<file path="config.mk">
export PLATFORM = sky130hd
export DESIGN_NAME = fircoe_load_ctrl
export DESIGN_NICKNAME = d
export VERILOG_FILES = /design/src/rtl/fircoe_load_ctrl.sv
export SDC_FILE = /design/constraint.sdc
export NUM_CORES = 1
export LEC_CHECK = 0
export BUFFER_PORTS_ARGS = -buffer_cell sky130_fd_sc_hd__buf_2
export CAP_MARGIN = 20
export CORE_MARGIN = 3
export CORE_UTILIZATION = 45
export DETAILED_ROUTE_END_ITERATION = 16
export PLACE_DENSITY = 0.75
export SETUP_SLACK_MARGIN = 0.3
export SLEW_MARGIN = 20
export SYNTH_ARGS = -nofsm -noshare
export SYNTH_HDL_FRONTEND = slang
export SYNTH_SLANG_ARGS = --single-unit
</file>
<file path="constraint.sdc">
create_clock -name rd_clk -period 1.8 [get_ports rd_clk]
set_input_delay 0.09 -clock rd_clk [delete_from_list [all_inputs] [get_ports rd_clk]]
set_output_delay 0.09 -clock rd_clk [all_outputs]
set_load 0.1 [all_outputs]
</file>
<file path="src/rtl/fircoe_load_ctrl.sv">
// FIR coefficient load sequencer: issues NUM_BURSTS channel-0 DDR reads for one
// coefficient set and streams the returned words into the coefficient RAM.
// Optional checksum check is enabled by defining FIRCOE_CHKSUM_EN.
module fircoe_load_ctrl #(
  parameter int unsigned NUM_BURSTS      = 4,
  parameter int unsigned WORDS_PER_BURST = 128,
  parameter int unsigned COE_ADDR_WD     = $clog2(NUM_BURSTS * WORDS_PER_BURST),
  parameter logic [31:0] BASE_IDX        = 32'h0,
  parameter logic [31:0] SET_STRIDE      = 32'h40,
  parameter logic [31:0] BURST_STRIDE    = 32'h10,
  parameter int unsigned TIMEOUT_CYC     = 4096
) (
  input  logic                   rd_clk,
  input  logic                   rd_rst,
  input  logic                   load_start,
  input  logic [3:0]             load_set,
  output logic                   load_busy,
  output logic                   load_done,
  output logic                   load_err,
  output logic                   err_flag,
`ifdef FIRCOE_CHKSUM_EN
  input  logic [31:0]            chk_expect,
  output logic                   chk_err,
`endif
  output logic                   ddr_rd0_en,
  output logic [31:0]            ddr_rd0_addr,
  input  logic                   readback0_vld,
  input  logic                   readback0_last,
  input  logic [31:0]            readback0_data,
  output logic                   coe_wr_en,
  output logic [COE_ADDR_WD-1:0] coe_wr_addr,
  output logic [31:0]            coe_wr_data
);

  localparam int unsigned BURST_W = (NUM_BURSTS > 1) ? $clog2(NUM_BURSTS) : 1;
  localparam int unsigned BEAT_W  = (WORDS_PER_BURST > 1) ? $clog2(WORDS_PER_BURST) : 1;
  localparam int unsigned TO_W    = $clog2(TIMEOUT_CYC);

  localparam logic [BURST_W-1:0] LAST_BURST = BURST_W'(NUM_BURSTS - 1);
  localparam logic [BEAT_W-1:0]  LAST_BEAT  = BEAT_W'(WORDS_PER_BURST - 1);
  localparam logic [TO_W-1:0]    TO_LIMIT   = TO_W'(TIMEOUT_CYC - 2);

  typedef enum logic [2:0] {
    S_IDLE,
    S_REQ,
    S_WAIT,
    S_DONE,
    S_ERR
  } state_t;

  state_t               state;
  state_t               state_nxt;
  logic [3:0]           set_q;
  logic [BURST_W-1:0]   burst_cnt;
  logic [BEAT_W-1:0]    beat_cnt;
  logic [COE_ADDR_WD-1:0] wr_addr;
  logic [TO_W-1:0]      to_cnt;

  logic word_acc;
  logic burst_end;
  logic timeout_hit;

  // Stream gaps are informational only; bursts end on word count.
  logic unused_last;
  assign unused_last = readback0_last;

  function automatic logic [31:0] req_addr(input logic [3:0] set_idx,
                                           input logic [BURST_W-1:0] burst_idx);
    return BASE_IDX + 32'(set_idx) * SET_STRIDE + 32'(burst_idx) * BURST_STRIDE;
  endfunction

  assign word_acc    = (state == S_WAIT) && readback0_vld;
  assign burst_end   = word_acc && (beat_cnt == LAST_BEAT);
  assign timeout_hit = (state == S_WAIT) && !readback0_vld && (to_cnt == TO_LIMIT);

  always_ff @(posedge rd_clk) begin
    if (rd_rst) begin
      state <= S_IDLE;
    end else begin
      state <= state_nxt;
    end
  end

  // NOTE: every signal gets a default at the top so no path leaves it unassigned (no latch).
  always_comb begin
    state_nxt  = state;
    ddr_rd0_en = 1'b0;
    load_busy  = 1'b1;
    unique case (state)
      S_IDLE: begin
        load_busy = 1'b0;
        if (load_start) state_nxt = S_REQ;
      end
      S_REQ: begin
        ddr_rd0_en = 1'b1;
        state_nxt  = S_WAIT;
      end
      S_WAIT: begin
        if (burst_end) begin
          state_nxt = (burst_cnt == LAST_BURST) ? S_DONE : S_REQ;
        end else if (timeout_hit) begin
          state_nxt = S_ERR;
        end
      end
      S_DONE:  state_nxt = S_IDLE;
      S_ERR:   state_nxt = S_IDLE;
      default: state_nxt = S_IDLE;
    endcase
  end

`ifdef FIRCOE_CHKSUM_EN
  logic [31:0] chk_acc;
  logic [31:0] chk_exp_q;
  logic        chk_bad;
  assign chk_bad = (state == S_DONE) && (chk_acc != chk_exp_q);
`endif

  // NOTE: sequential state uses non-blocking assignments so all registers update together.
  always_ff @(posedge rd_clk) begin
    if (rd_rst) begin
      set_q        <= '0;
      burst_cnt    <= '0;
      beat_cnt     <= '0;
      wr_addr      <= '0;
      to_cnt       <= '0;
      err_flag     <= 1'b0;
      load_done    <= 1'b0;
      load_err     <= 1'b0;
      ddr_rd0_addr <= '0;
      coe_wr_en    <= 1'b0;
      coe_wr_addr  <= '0;
      coe_wr_data  <= '0;
`ifdef FIRCOE_CHKSUM_EN
      chk_acc      <= '0;
      chk_exp_q    <= '0;
      chk_err      <= 1'b0;
`endif
    end else begin
      coe_wr_en <= word_acc;
      load_done <= (state == S_DONE);
      load_err  <= (state == S_ERR);
`ifdef FIRCOE_CHKSUM_EN
      chk_err   <= chk_bad;
      if (chk_bad) err_flag <= 1'b1;
`endif

      if (word_acc) begin
        coe_wr_addr <= wr_addr;
        coe_wr_data <= readback0_data;
        wr_addr     <= wr_addr + 1'b1;
        beat_cnt    <= beat_cnt + 1'b1;
        to_cnt      <= '0;
`ifdef FIRCOE_CHKSUM_EN
        chk_acc     <= chk_acc + readback0_data;
`endif
      end else if (state == S_WAIT) begin
        to_cnt <= to_cnt + 1'b1;
      end

      unique case (state)
        S_IDLE: begin
          if (load_start) begin
            set_q        <= load_set;
            burst_cnt    <= '0;
            beat_cnt     <= '0;
            wr_addr      <= '0;
            err_flag     <= 1'b0;
            ddr_rd0_addr <= req_addr(load_set, '0);
`ifdef FIRCOE_CHKSUM_EN
            chk_acc      <= '0;
            chk_exp_q    <= chk_expect;
`endif
          end
        end
        S_REQ: to_cnt <= '0;
        S_WAIT: begin
          if (burst_end && (burst_cnt != LAST_BURST)) begin
            burst_cnt    <= burst_cnt + 1'b1;
            beat_cnt     <= '0;
            ddr_rd0_addr <= req_addr(set_q, burst_cnt + 1'b1);
          end
        end
        S_ERR:   err_flag <= 1'b1;
        default: ;
      endcase
    end
  end

endmodule

</file>
# Yosys cells after proc, flatten, opt, wreduce, memory -nomap -nowiden
# Cells that the tools add are included.
# W data, S select, Z words.
[word_totals]
ff_bits = 114
latchBits = 0
ramBits = 0
romBits = 0
inputBits = 41
elab_cells = 65
n_memories = 0
[op_classes]
n_addsub = 5
multipliers = 0
n_div = 0
magnitude_cmp = 0
eq_ne = 11
n_shift = 0
n_mux = 22
n_bitwise = 0
n_reduce_logical = 14
[op_table]
columns = ["op", "n"]
rows = [
  ["$mux W32", 2],
  ["$pmux W32 S2", 1],
  ["$mux W9", 3],
  ["$mux W7", 3],
  ["$pmux W7 S2", 1],
  ["$add A12 B1 Y12 const B", 1],
  ["$eq A12 B12 Y1 const B", 1],
  ["$add A10 B6 Y11", 1],
  ["$add A9 B1 Y9 const B", 1],
  ["$mux W3", 3],
  ["$pmux W3 S3", 1],
  ["$add A7 B1 Y7 const B", 1],
  ["$eq A7 B7 Y1 const B", 1],
  ["$eq A3 B2 Y1 const B", 2],
  ["$mux W2", 3],
  ["$reduce_and A2 Y1", 3],
  ["$logic_and A1 B1 Y1", 5],
  ["$ne A2 B2 Y1 const B", 2],
  ["$pmux W2 S2", 1],
  ["$reduce_bool A2 Y1", 2],
  ["$eq A3 B1 Y1 const B", 1],
  ["$eq A3 B3 Y1 const B", 1],
  ["$logic_not A3 Y1", 1],
  ["$mux W1", 3],
  ["other kinds (8)", 8],
]

# Longest topological paths before layout
# Gate-level depths: netlist of run 1.
[logic_depth]
depth_word = 6
depth_mapped = 7
ltp_nobuf = 5

# Worst setup path after synthesis of run 1
# Ideal clock, no wire load.
[synth_path]
kind = "reg-to-reg"
from = "register state[0]"
to = "register to_cnt[0]"
t_arrival_ns = 3.554
t_required_ns = 1.672
path_slack_ns = -1.882
stages_incl_launch_ff = 6
path_cell_list = "dfxtp_1 -> clkbuf_1 -> nor3b_1 -> or3_1 -> clkbuf_1 -> nor2_1"
[synth_via]
elab_chain_len = 3
word_cells_on_any_way = 4
cone_classes = "eq/ne: 2; reduce/logical: 2"
[synth_rtl]
columns = ["element", "line_no", "text"]
rows = [
  ["start: declaration", "51", "state_t state;"],
  ["start signal: assignment", "80", "state <= state_nxt;"],
  ["$eq A3 B2 Y1", "72, 156", ""],
  ["$logic_and A1 B1 Y1", "72", "assign word_acc = (state == S_WAIT) && readback0_vld;"],
  ["$reduce_or A3 Y1 (no line)", "--", ""],
  ["end signal: assignment", "157", "to_cnt <= to_cnt + 1'b1;"],
  ["end: declaration", "57", "logic [TO_W-1:0] to_cnt;"],
]
# Several ways; a longest one is shown, not always the timed one.
# A chain may end at the register's enable or synchronous reset.

# Worst setup path in the final report of run 1
[layout_path]
from = "register state[0]"
to = "register to_cnt[11]"
# The elaborated chain is that of the path after synthesis.

==> summary.md, run 1 <==
| Metric | Value |
|---|---|
| CP Max Fanout | 5 |
| GRT overflow | 0 |
| Final wirelength | ~9.5 mm |
| Ports | between 100 and 150 |
| WS Path Type | reg -> reg |
| Leakage | ~2.2 nW |
| Clk root buf | clkbuf_8 |
| Max VDD drop | around 520 uV |
| Metal1 wirelength | 3.905 mm |
| Fraction of layout cells with a size suffix above 1 | 32.25% |
| Hold Path Class | in -> reg |
| Tcrit/Tclk final | between 90% and 100% |
| Pwr per Cell Area | 843.9 nW/um^2 |
| Met2 wire len | about 4.8 mm |
| Final hold viol count | 0 |
| Count of cell types in the netlist | between 40 and 50 |
| Via-to-Cell Ratio | between 4 and 5 |
| Core region area | ~7500 sq um |
| Commonest cells after routing, fill and taps aside | nand2_1, buf_2, dfxtp_1, a21oi_1, dlygate4sd3_1 |
| Die width | 95.24 microns |
| Clock-pin slew on the worst setup and hold paths | 90 ps |
| GRT Util Overall | between 10% and 20% |
| DRT Pass-1 Iters | 4 |
| Vias in the first global route | 2962 |
| Synth Cell Area | approximately 3600 sq um |
| CTS tree | yes |
| Tot Pwr | 4.379 mW |
| Ys Warns | 0 |
| Clock net sink count | 86 |
| Synthesized flop and latch total | 86 |
| Filler cell count | about 520 |
| Multi-input gate area | ~1900 sq um |
| Chip height | 95.24 microns |
| Tmin final | around 1700 ps |
| ANT nets after route | 0 |
| Syn_area_per_cell | 8.334 sq um |
| Initial antenna violation count | 0 |
| Clock latency on the worst-skew pair | roughly 360 ps |
| GP Congestion | between 0.7 and 0.8 |
| Dpl cells | ~600 |
| Max Cap Violations | 0 |
| Unrepaired setup endpoints after global routing | true |
| Outcome | finished clean |
| Buffer depth of the longest clock path | 2 |
| Final slew viol count | 0 |
| TritonCTS Buffers | 9 |
| Port-buffer cells | around 90 |
| NumNets Final | around 620 |
| Post-synth EDFFs | 0 |
| Row Count | 31 |
| Required time worst endpoint | between 2000 and 2500 ps |
| Diode count | 0 |
| Post-DP HPWL | around 5.6 mm |
| Vias | approximately 3.4k |
| DRC Markers | 0 |
| Worst Skew | about 13 ps |
| FF+latch area | ~1700 sq um |
| Post-Synthesis Cells | between 400 and 500 |
| Met3 WL | between 600 and 700 microns |
| Initial DRC count | about 140 |
| Global-route wire length before repair | 13.73 mm |
| Starting Density | between 40% and 50% |
| Final setup vio count | 0 |
| F_max | about 600 MHz |
| CP endpoint kind | flip-flop |
| Post-synthesis sequential area ratio | 48.04% |
| CTS H-tree lvls | 3 |
| Most used DFF post-synth | dfxtp_1 |
| Top sig layer | met4 |
| Synthesis-to-layout area growth | 44.80% |
| Startpoint types | flip-flop |
| Commonest non-fill, non-tap cell in the layout | nand2_1 |
| Post-synthesis async set-or-reset flop share | 0% |
| Drt wl/cell | approximately 14 microns |
| WP data arrival | about 1900 ps |
| Pin count of the biggest net entering global routing | 32 |
| Die Area | approximately 9100 sq um |
| Post-Layout Cell Count | approximately 680 |
[synth_stat cells (2+ instances only)]
cell	instances	area share, %
nor2_1	26	2.7
xor2_1	10	2.4
dfxtp_1	86	48
nor3_1	13	1.8
buf_2	3	0.42
nor4_1	2	0.35
nand3b_1	2	0.42
clkbuf_1	15	1.6
ha_1	5	1.7
and3_1	3	0.52
a211oi_1	5	1.0
xnor2_1	9	2.2
nand3_1	11	1.5
o21ai_0	6	0.84
buf_4	26	5.4
inv_1	3	0.31
or3_1	7	1.2
buf_6	2	0.63
nand4_1	8	1.4
mux2i_1	5	1.4
buf_1	4	0.42
nand2_1	104	11
a21oi_1	55	7.7
[registers in the layout, indices dropped and copies added (netlist names), 3 cells and up]
| register | count |
|---|---|
| set_q | 4 |
| beat_cnt | 7 |
| coe_wr_data | 32 |
| coe_wr_addr | 9 |
| wr_addr | 9 |
| ddr_rd0_addr | 5 |
| to_cnt | 12 |
| state | 3 |
[cell families after synthesis]
group,Yosys count,share of synthesized area (%)
xor gates and xnor gates,19,4.644
buffers and inverters,53,8.799
DFF,86,48.04
AOI/OAI and AO/OA,69,10.23
and+or+nand+nor,192,25.03
other,1,0.1046
muxes,5,1.397
adders and majority gates,5,1.746
[per-stage QoR]
stage	utilization [%]	instance area, sq um	setup TNS, ps	hold slack, ps	setup WS, ps
floorplan	-	3760	-1126	179.0	-114.3
global placement	54.87	4108	0	329.7	126.9
detailed placement	54.87	4108	0	336.6	106.4
CTS	63.33	4741	0	35.57	164.1
global route	69.31	5189	0	57.44	112.4
finish	69.31	5189	0	44.97	147.1
[area by class of cell]
| class | count | share of cell area [%] |
|---|---|---|
| timing repair buffer | 162 | 23.56 |
| inverter | 3 | 0.2170 |
| multi-input combinational | 316 | 36.32 |
| sequential | 86 | 33.47 |
| clock inverter | 3 | 0.7716 |
| clock buffer | 13 | 3.279 |
| tap | 99 | 2.387 |
[layer usage]
metal	global-route usage [%]	vias to the layer above
met5	0	-
met4	7.572	0
met3	5.446	14
met2	30.73	103
met1	23.33	1601
li1	-	1683
[report_power, final]
part	total [mW]	internal, mW	switching (mW)
Sequential	1.97	1.94	0.0284
Clock	1.43	0.761	0.670
Combinational	0.976	0.264	0.712
[what timing repair did]
| action | 4_1_cts | 5_1_grt |
|---|---|---|
| pin swaps | 4 | 14 |
| endpoints found under the setup margin | 28 | 33 |
| hold endpoints to repair | 36 | 0 |
| cloned | 0 | 3 |
| hold buffers | 36 | 0 |
| resized for setup | 12 | 52 |
| buffers inserted | 2 | 17 |
[critical path, stage by stage, from the launching register on]
cell and delay [ps]:
dfxtp_4 370, or3b_4 370, or3_4 390, or3_4 340, a21oi_2 110
[final timing paths]
kind,cells after the start,end,slack (ps),from
setup reg to reg,4,to_cnt[11],150,state[0]
hold / removal,2,state[0],40,rd_rst
hold reg to reg,2,coe_wr_addr[5],450,coe_wr_addr[5]
setup / recovery,4,to_cnt[11],150,state[0]
Note: power is estimated with default switching activity, not from simulation.
==> run 2: changes to the inputs <==
Settings changed: ABC_AREA set to 1, CORE_ASPECT_RATIO set to 0.5, CORE_UTILIZATION 45 to 46, PLACE_DENSITY 0.75 to 0.76.
==> run 2 against run 1 <==
  * Core utilization decreased by 1.9 points
  * Cell count increased by 13%
  * Sequential power increased by 15%
  * Combinational power increased to 3.0 times the previous value
  * Maximum frequency increased by 11%
  * Synthesized cell count increased by 22%
  * Critical path depth increased by 5
  * Count of clock-buffer cells in the layout decreased by 3
  * Register-to-register slack improved by 160 ps
  * Die area increased by 5.8%
  * Critical path type unchanged
  * Largest cell class unchanged
  * Highest routed layer unchanged
==> summary.md, run 2 <==
| Metric | Value |
|---|---|
| Global-route wire length before repair | 14.65 mm (+6.7%) |
| FF-to-FF path depth | 9 (+5) |
| ANT nets after route | 0 (unchanged) |
| Buffer depth of the longest clock path | 2 (unchanged) |
| Tot Pwr | 7.029 mW (+61%) |
| Commonest cells after routing, fill and taps aside | nand2_1, buf_2, dfxtp_1, nand3_1, inv_1 |
| WS Path Type | reg -> reg |
| Initial antenna violation count | 0 (unchanged) |
| CTS tree | yes |
| CTS H-tree lvls | 3 (unchanged) |
| Initial DRC count | 173 (+28%) |
| Diode count | 0 (unchanged) |
| CP Max Fanout | 5 (unchanged) |
| Max VDD drop | 1025 uV (+98%) |
| GP Congestion | 0.8448 (+7.0%) |
| Synth top area share | 44.60% (-3.4 points) |
| Tcrit/Tclk final | 83.07% (-8.8 points) |
| Worst r2r dst | beat_cnt[1] |
| Synthesis-to-layout area growth | 35.11% |
| Pwr per Cell Area | 1348 nW/um^2 (+60%) |
| DRC Markers | 0 (unchanged) |
| DRT Pass-1 Iters | 4 (unchanged) |
| Most used DFF post-synth | dfxtp_1 |
| Startpoint types | flip-flop |
| Top Registers | coe_wr_data (32), to_cnt (12) |
| Ys Warns | 0 (unchanged) |
| Pin count of the biggest net entering global routing | 39 (+22%) |
| GRT overflow | 0 (unchanged) |
| Fraction of layout cells with a size suffix above 1 | 24.47% (-7.8 points) |
| Required time worst endpoint | 2060 ps (-30 ps) |
| Worst reg2reg startpoint | state[2] |
| Leakage | 2.522 nW (+15%) |
| Ranking of synthesized cells by area | dfxtp_1, nand2_1, nand3_1, buf_4, inv_1 |
| Crit path to | beat_cnt[1] |
| Clock net sink count | 86 (unchanged) |
| Count of cell types in the netlist | 33 (-23%) |
| Drt wl/cell | 12.29 microns (-12%) |
| Synth Cell Area | 3860 sq um (+7.7%) |
| TritonCTS Buffers | 9 (unchanged) |
| Worst Skew | 3.341 ps (-9.734 ps) |
| Hold_ws | 61.12 ps (+16.15 ps) |
| Ports | 120 (unchanged) |
| Hold Path Class | in -> reg |
| CP endpoint kind | flip-flop |
| Unrepaired setup endpoints after global routing | true |
| NumNets Final | 707 (+13%) |
| Row Count | 22 (-29%) |
| Outcome | finished clean |
| Filler cell count | 650 (+24%) |
| Clock-pin slew on the worst setup and hold paths | 60 ps (-30 ps) |
| Post-synthesis async set-or-reset flop share | 0% (unchanged) |
| GRT Util Overall | 18.84% (about the same) |
| Final setup vio count | 0 (unchanged) |
| Origin of the worst setup path | state[2] |
| Commonest non-fill, non-tap cell in the layout | nand2_1 |
| Port-buffer cells | 92 (unchanged) |
| Vias | 3662 (+7.7%) |
| Post-Layout Cell Count | 774 (+13%) |
| Final hold viol count | 0 (unchanged) |
| Most flops, register | coe_wr_data |
| Starting Density | 49.90% (+2.0 points) |
| Vias in the first global route | 3248 (+9.7%) |
| Chip height | 70.78 microns (-26%) |
| Count leader, synth | nand2_1 |
| Synthesized flop and latch total | 86 (unchanged) |
| WP data arrival | 1760 ps (-180 ps) |
| Total negative slack | 0 ps (unchanged) |
| Clk root buf | clkbuf_16 |
| Clock latency on the worst-skew pair | 330 ps (-30 ps) |
| Post-synthesis sequential area ratio | 44.60% (-3.4 points) |
| Syn_area_per_cell | 7.380 sq um (-11%) |
| F_max | 668.7 MHz (+11%) |
| Post-Synthesis Cells | 523 (+22%) |
| R2R Setup Slk | 300 ps (+160 ps) |
| Final wirelength | 9.509 mm (+0.12%) |
| Max Cap Violations | 0 (unchanged) |
| Tmin final | 1495 ps (-157.6 ps) |
| Leading cell types by count after synthesis | nand2_1, dfxtp_1, nand3_1, inv_1, nor2_1 |
| Die Area | 9593 sq um (+5.8%) |
| Final slew viol count | 0 (unchanged) |
| Post-synth EDFFs | 0 (unchanged) |
| Dpl cells | 708 (+16%) |
| Post-DP HPWL | 5.884 mm (+5.4%) |
| Die width | 135.5 microns (+42%) |
| Max FFs per register | 32 (unchanged) |
| Cell taking the most area after synthesis | dfxtp_1 |
| Fin util | 67.42% (-1.9 points) |
| Core region area | 7735 sq um (+3.3%) |
| Via-to-Cell Ratio | 4.731 (-5.1%) |
run 2: changes by cell type after synthesis, moves of 7 or more:
cell / delta
xor2_1: -8
inv_1: +40
or3_1: -7
a21oi_1: -23
o21ai_0: +11
nand3_1: +51
clkbuf_1: -13
nand2_1: +46
nor2_1: +11
nor3_1: -10
run 2: logic make-up (layout without fill, tap and decap cells):
family,after synthesis,in the layout,synth area share (%)
XOR/XNOR,6,6,1.361
adder cells (fa/ha/maj),5,5,1.621
AND/OR/NAND/NOR,277,279,32.09
AO/OA/AOI/OAI,54,54,7.001
flip-flops,86,86,44.60
buffers and inverters,94,210,13.23
other,1,26,0.09715
run 2: cell type report:
| type | instances | area, sq um | area share (%) |
|---|---|---|---|
| multi-input cells | 370 | 1821 | 34.91 |
| flip-flops and latches | 86 | 1732 | 33.21 |
| repair buffers | 146 | 1036 | 19.87 |
| clock buffers | 10 | 239.0 | 4.583 |
| inverters | 48 | 185.2 | 3.551 |
| well taps | 108 | 135.1 | 2.591 |
| clock inverters | 6 | 67.56 | 1.296 |
run 2: worst max-delay path: stages, from the launching register on:
cell and delay (ps):
dfxtp_4 370, nor2_4 210, nand2_8 110, inv_4 90
nand2_4 70, nor2_4 130, buf_12 130, buf_12 110
nand2_1 50, a21oi_1 150
run 2: worst min path at each step:
stage / from / to / slack, ps / cells past startpoint
after floorplan: readback0_data[0] / coe_wr_data[0] / 190 / 2
after global placement: readback0_data[23] / coe_wr_data[23] / 280 / 3
after detailed placement: readback0_data[21] / coe_wr_data[21] / 280 / 3
after CTS: load_set[1] / set_q[1] / 50 / 3
after global routing: rd_rst / load_err / 90 / 2
final: load_set[1] / set_q[1] / 60 / 3
run 2: repair_timing:
item | in CTS | in global routing
setup endpoints to repair | 28 | 65
setup buffers | 2 | 11
resized for setup | 5 | 18
hold buffers | 32 | 0
cloned | 1 | 4
hold endpoints to repair | 32 | 0
pin swaps | 2 | 4
run 2: where the power goes:
group | leakage [nW] | total, mW | internal (mW) | switching [mW]
sequential | 0.699 | 2.26 | 2.11 | 0.149
clock | 0.145 | 1.89 | 1.12 | 0.767
combinational | 1.68 | 2.88 | 0.670 | 2.21
total | 2.52 | 7.03 | 3.90 | 3.13
run 2: through the flow:
stage | setup WS [ps] | instance area [sq um]
2_1_floorplan | 137.6 | 3970
3_3_place_gp | 215.8 | 4293
3_5_place_dp | 177.6 | 4293
4_1_cts | 282.3 | 4960
5_1_grt | 215.3 | 5215
6_report | 304.7 | 5215
run 2: per-layer routing:
layer / GRT usage (%) / vias to the layer above / wire [microns]
met3: 6.818 / 6 / 635
met5: 0 / - / 0
met4: 6.145 / 0 / 79
li1: - / 1902 / -
met1: 22.42 / 1658 / 4257
met2: 31.99 / 96 / 4537
